--- src/rtl/spawn_sched.sv ---
// Round-robin spawn scheduler: every SPAWN_PERIOD frames it loads the next free slot's x column.
// Optional feature macro: SPAWN_NO_REPEAT_EN (consecutive spawns never share a column).
module spawn_sched #(
    parameter int          NUM_SLOTS    = 10,
    parameter int          SPAWN_PERIOD = 50,
    parameter logic [7:0]  LFSR_SEED    = 8'hA5
) (
    input  logic                 clk,
    input  logic                 resetn,
    input  logic                 enable,
    input  logic                 frame_tick,
    input  logic [NUM_SLOTS-1:0] slot_free,
    output logic [NUM_SLOTS-1:0] load_x,
    output logic [3:0]           rand_int,
    output logic [7:0]           spawn_cnt,
    output logic [7:0]           miss_cnt
);

    // state | meaning
    // IDLE  | scheduling disabled, tick count cleared
    // WAIT  | counting frame ticks toward the next attempt
    // PICK  | testing slot_free[ptr], one slot per clock, one lap max
    // LOAD  | one-hot load_x pulse is on the outputs this cycle

    localparam int PW = (NUM_SLOTS > 1) ? $clog2(NUM_SLOTS) : 1;
    localparam int TW = (SPAWN_PERIOD > 1) ? $clog2(SPAWN_PERIOD) : 1;
    localparam logic [PW-1:0] PTR_LAST  = PW'(NUM_SLOTS - 1);
    localparam logic [TW-1:0] TICK_LAST = TW'(SPAWN_PERIOD - 1);

    typedef enum logic [1:0] {IDLE, WAIT, PICK, LOAD} state_t;

    state_t          state;
    logic [PW-1:0]   ptr;
    logic [PW-1:0]   ptr_next;
    logic [PW-1:0]   scan;
    logic [TW-1:0]   tick_cnt;
    logic [7:0]      lfsr;
    logic [3:0]      r_fold;
    logic [3:0]      r_pick;

    assign ptr_next = (ptr == PTR_LAST) ? '0 : ptr + PW'(1);

    always_comb begin
        r_fold = (lfsr[3:0] == 4'd15) ? 4'd7 : lfsr[3:0];
`ifdef SPAWN_NO_REPEAT_EN
        r_pick = (r_fold != rand_int) ? r_fold :
                 (r_fold == 4'd14)    ? 4'd0 : r_fold + 4'd1;
`else
        r_pick = r_fold;
`endif
    end

    // x^8+x^6+x^5+x^4+1, free-running regardless of FSM state
    always_ff @(posedge clk or negedge resetn) begin
        if (!resetn) begin
            lfsr <= LFSR_SEED;
        end else begin
            lfsr <= {lfsr[6:0], lfsr[7] ^ lfsr[5] ^ lfsr[4] ^ lfsr[3]};
        end
    end

    always_ff @(posedge clk or negedge resetn) begin
        if (!resetn) begin
            state     <= IDLE;
            ptr       <= '0;
            scan      <= '0;
            tick_cnt  <= '0;
            load_x    <= '0;
            rand_int  <= '0;
            spawn_cnt <= '0;
            miss_cnt  <= '0;
        end else begin
            load_x <= '0;
            case (state)
                IDLE: begin
                    tick_cnt <= '0;
                    if (enable) state <= WAIT;
                end
                WAIT: begin
                    if (!enable) begin
                        state    <= IDLE;
                        tick_cnt <= '0;
                    end else if (frame_tick) begin
                        if (tick_cnt == TICK_LAST) begin
                            tick_cnt <= '0;
                            scan     <= '0;
                            state    <= PICK;
                        end else begin
                            tick_cnt <= tick_cnt + TW'(1);
                        end
                    end
                end
                PICK: begin
                    if (!enable) begin
                        state    <= IDLE;
                        tick_cnt <= '0;
                    end else if (slot_free[ptr]) begin
                        rand_int <= r_pick;
                        load_x   <= NUM_SLOTS'(1) << ptr;
                        state    <= LOAD;
                    end else begin
                        ptr  <= ptr_next;
                        scan <= scan + PW'(1);
                        // a full lap of misses leaves ptr where it started
                        if (scan == PTR_LAST) begin
                            if (miss_cnt != 8'hFF) miss_cnt <= miss_cnt + 8'd1;
                            state <= WAIT;
                        end
                    end
                end
                LOAD: begin
                    spawn_cnt <= spawn_cnt + 8'd1;
                    ptr       <= ptr_next;
                    state     <= enable ? WAIT : IDLE;
                end
                default: state <= IDLE;
            endcase
        end
    end

endmodule

--- config.mk ---
export PLATFORM = sky130hd
export DESIGN_NAME = spawn_sched
export DESIGN_NICKNAME = d
export VERILOG_FILES = /design/src/rtl/spawn_sched.sv
export SDC_FILE = /design/constraint.sdc
export NUM_CORES = 1
export LEC_CHECK = 0
export ABC_CLOCK_PERIOD_IN_PS = 2300
export BUFFER_PORTS_ARGS = -buffer_cell sky130_fd_sc_hd__buf_4
export CAP_MARGIN = 25
export CORE_MARGIN = 2
export CORE_UTILIZATION = 50
export DETAILED_ROUTE_END_ITERATION = 12
export GPL_TIMING_DRIVEN = 0
export HOLD_SLACK_MARGIN = 0.03
export PLACE_DENSITY = 0.75
export SYNTH_ARGS = -nofsm -noshare
export SYNTH_HDL_FRONTEND = slang
export SYNTH_SLANG_ARGS = --single-unit
--- constraint.sdc ---
create_clock -name clk -period 2.3 [get_ports clk]
set_input_delay 0.23 -clock clk [delete_from_list [all_inputs] [get_ports clk]]
set_output_delay 0.23 -clock clk [all_outputs]
set_load 0.02 [all_outputs]
==> summary.md <==
| Metric | Value |
|---|---|
| Slew @ Worst Pin | `0.6593 ns` |
| Worst Setup Path Type | `reg -> reg` |
| CTS tree | `built` |
| Total GRT Usage | `19.48%` |
| GR Overflow Total | `0` |
| Via/cell ratio | `5.431` |
| Post-DRT Antenna Nets | `0` |
| Post-Synthesis Cells | `221` |
| Num rows | `25` |
| Starting density of the core | `52.26%` |
| Drt pass-1 iters | `4` |
| Pin count of the biggest net entering global routing | `55` |
| Worst Setup End Kind | `flip-flop` |
| Final worst setup slack | `0.03353 ns` |
| Worst-path clk slew | `0.09 ns` |
| Final cell count without fillers | `346` |
| Status | `finished clean` |
| DRC | `0` |
| Area delta synth->final | `27.54%` |
| Worst Hold Class | `in -> reg` |
| Clk Latency, worst-skew pair | `0.31 ns` |
| CTS root buf | `clkbuf_8` |
| Deepest clock path buffer count | `2` |
| Gp weighted congestion | `0.7812` |
| Die area | `5550 um2` |
| Max Cap Viol | `0` |
| Synth Warn # | `0` |
| Slew Viols, Final | `0` |
| IO Pins | `44` |
| Post-synthesis sequential area ratio | `54.58%` |
| Fmax | `0.4412 GHz` |
| Inst Count DP | `331` |
| Worst Clk Skew | `0.004179 ns` |
| Worst slew margin | `56.04%` |
| Detailed-route via count | `1,879` |
| Crit path max fanout | `7` |
| Yosys reg bits | `54` |
| Setup violators final | `0` |
| Syn Area/Cell | `11.24 um2` |
| Required time worst endpoint | `2.50 ns` |
| Commonest non-fill, non-tap cell in the layout | `buf_4` |
| Final wirelength | `4.919 mm` |
| H-tree levels | `2` |
| Worst path most repeated cell | `and4_1` |
| First-pass GRT wire length | `8.252 mm` |
| Drt wl/cell | `14.22 um` |
| Die Ht | `74.50 um` |
| First DRT Iteration DRCs | `114` |
| Worst Path Buf+Inv | `1` |
| Buffers on Ports | `43` |
| Critical path's slowest cell | `or4_4` |
| Arrival time at the worst endpoint | `2.47 ns` |
| Pre-CTS worst setup slack | `-0.1968 ns` |
| Fin area | `3169 um2` |
| Mapped Area | `2485 um2` |
| Die X | `74.50 um` |
| Fin crit period | `2.266 ns` |
| Final #Nets | `300` |
| Inserted Clock Buffers | `5` |
| Worst VDD drop | `419.6 uV` |
| Max incr delay on CP | `0.51 ns` |
| LEAKAGE | `0.001542 uW` |
| Synth async-reset ratio | `100.0%` |
| Power per cell area | `557.8 nW/um2` |
| Core area | `4755 um2` |
| Startpoint Class | `flip-flop` |
| Number of synthesized flops with an enable pin | `0` |
| DPL Wire Length | `3.324 mm` |
| Crit path cell chain | `and4_1, and4_1, or4_4, buf_6, or3_4, mux2_4` |
| Fin Hold WS | `0.2039 ns` |
| Final Hold Vio Count | `0` |
| Synth unique cells | `49` |
| Layout cells sized above 1 | `30.11%` |
| Final period utilization | `98.54%` |
| FILL cells | `390` |
| Layout Utilization | `66.66%` |
| Number of global-route vias before repair | `1,799` |
| Net Count, Synth | `243` |
| Most frequent cells in the layout | `50 x buf_4, 49 x dfrtp_1, 17 x nand2_1, 12 x nand3_1, 11 x xnor2_1` |
| Sink Count | `54` |
| Worst path top cell family by delay | `simple AND/OR/NAND/NOR gates` |
| Initial antenna violation count | `0` |
| Top_reg_cell synth | `dfrtp_1` |
| Diodes inserted | `0` |
| Post-DP Area | `2892 um2` |
[flip-flops by register name, indices dropped and copies added (netlist names)]
signal / count
load_x: 10
lfsr: 8
miss_cnt: 8
spawn_cnt: 8
tick_cnt: 6
ptr: 4
rand_int: 4
scan: 4
state: 2
[synth_stat cells (5+ instances only)]
cell type  count  area [um2]
nor3_1         5       25.02
nand3_1       12       60.06
o21ai_0        6       30.03
buf_2          5       25.02
nor2_1        10       37.54
dfrtp_1       50        1251
xor2_1        10       87.58
ha_1           8       100.1
nand2_1       17       63.81
nor4_1         7       43.79
mux2i_1        6       60.06
inv_1          9       33.78
nand4_1        7       43.79
mux2_2         5       56.30
xnor2_1       11       96.34
[cells by family (layout without fill, tap and decap cells)]
| logic type | count (synthesis) | after routing | share of synthesized area, % |
|---|---|---|---|
| and+or+nand+nor | 81 | 81 | 17.93 |
| DFF | 54 | 54 | 54.58 |
| AOI/OAI and AO/OA | 27 | 27 | 7.804 |
| xor gates and xnor gates | 21 | 21 | 7.402 |
| buffers and inverters | 18 | 76 | 2.970 |
| muxes | 12 | 12 | 5.287 |
| adders and majority gates | 8 | 8 | 4.028 |
[repair_timing]
item,CTS,global route
hold buffers,1,0
hold endpoints to repair,50,0
setup endpoints to repair,2,8
buffers inserted,3,3
pin swaps,2,1
gates resized for setup,9,12
[metal layers]
metal | vias up | part of all wire [%] | track usage [%]
met2 | 42 | 47 | 30.97
li1 | 906 | - | -
met1 | 923 | 47 | 26.05
met3 | 8 | 4.3 | 4.743
met4 | 0 | 1.6 | 7.143
met5 | - | 0 | 0
[final cells by class]
class / count / area, um2 / share of cell area, %
Multi-Input combinational cell: 149 / 1116 / 35.22
Buffer: 8 / 58.81 / 1.856
Inverter: 10 / 37.54 / 1.184
Sequential cell: 54 / 1358 / 42.83
Clock inverter: 3 / 68.82 / 2.171
Clock buffer: 5 / 68.82 / 2.171
Timing Repair Buffer: 50 / 377.9 / 11.92
Tap cell: 67 / 83.83 / 2.645
[through the flow]
| step | setup TNS (ns) | total power (uW) |
|---|---|---|
| 4_1_cts | 0 | 1785 |
| 6_report | 0 | 1768 |
| 2_1_floorplan | 0 | 989.0 |
| 3_3_place_gp | -0.1378 | 1030 |
| 5_1_grt | -0.02150 | 1833 |
| 3_5_place_dp | -0.2053 | 1031 |
[where the power goes]
group / internal (uW) / switching, uW / total, uW
Combinational: 25.8 / 38.6 / 64.4
Sequential: 952 / 2.67 / 955
Clock: 436 / 313 / 749
[path summary, 6_finish.rpt]
path,startpoint,to,slack [ns],depth (start not counted)
setup reg to reg,miss_cnt[4],miss_cnt[1],0.03,6
min in group asynchronous,resetn,tick_cnt[4],0.48,2
hold reg to reg,lfsr[6],lfsr[7],0.36,0
setup / recovery,miss_cnt[4],miss_cnt[1],0.03,6
max in group asynchronous,resetn,miss_cnt[0],1.35,2
hold / removal,enable,state[0],0.20,2
Power figures use the tool's default switching activity.
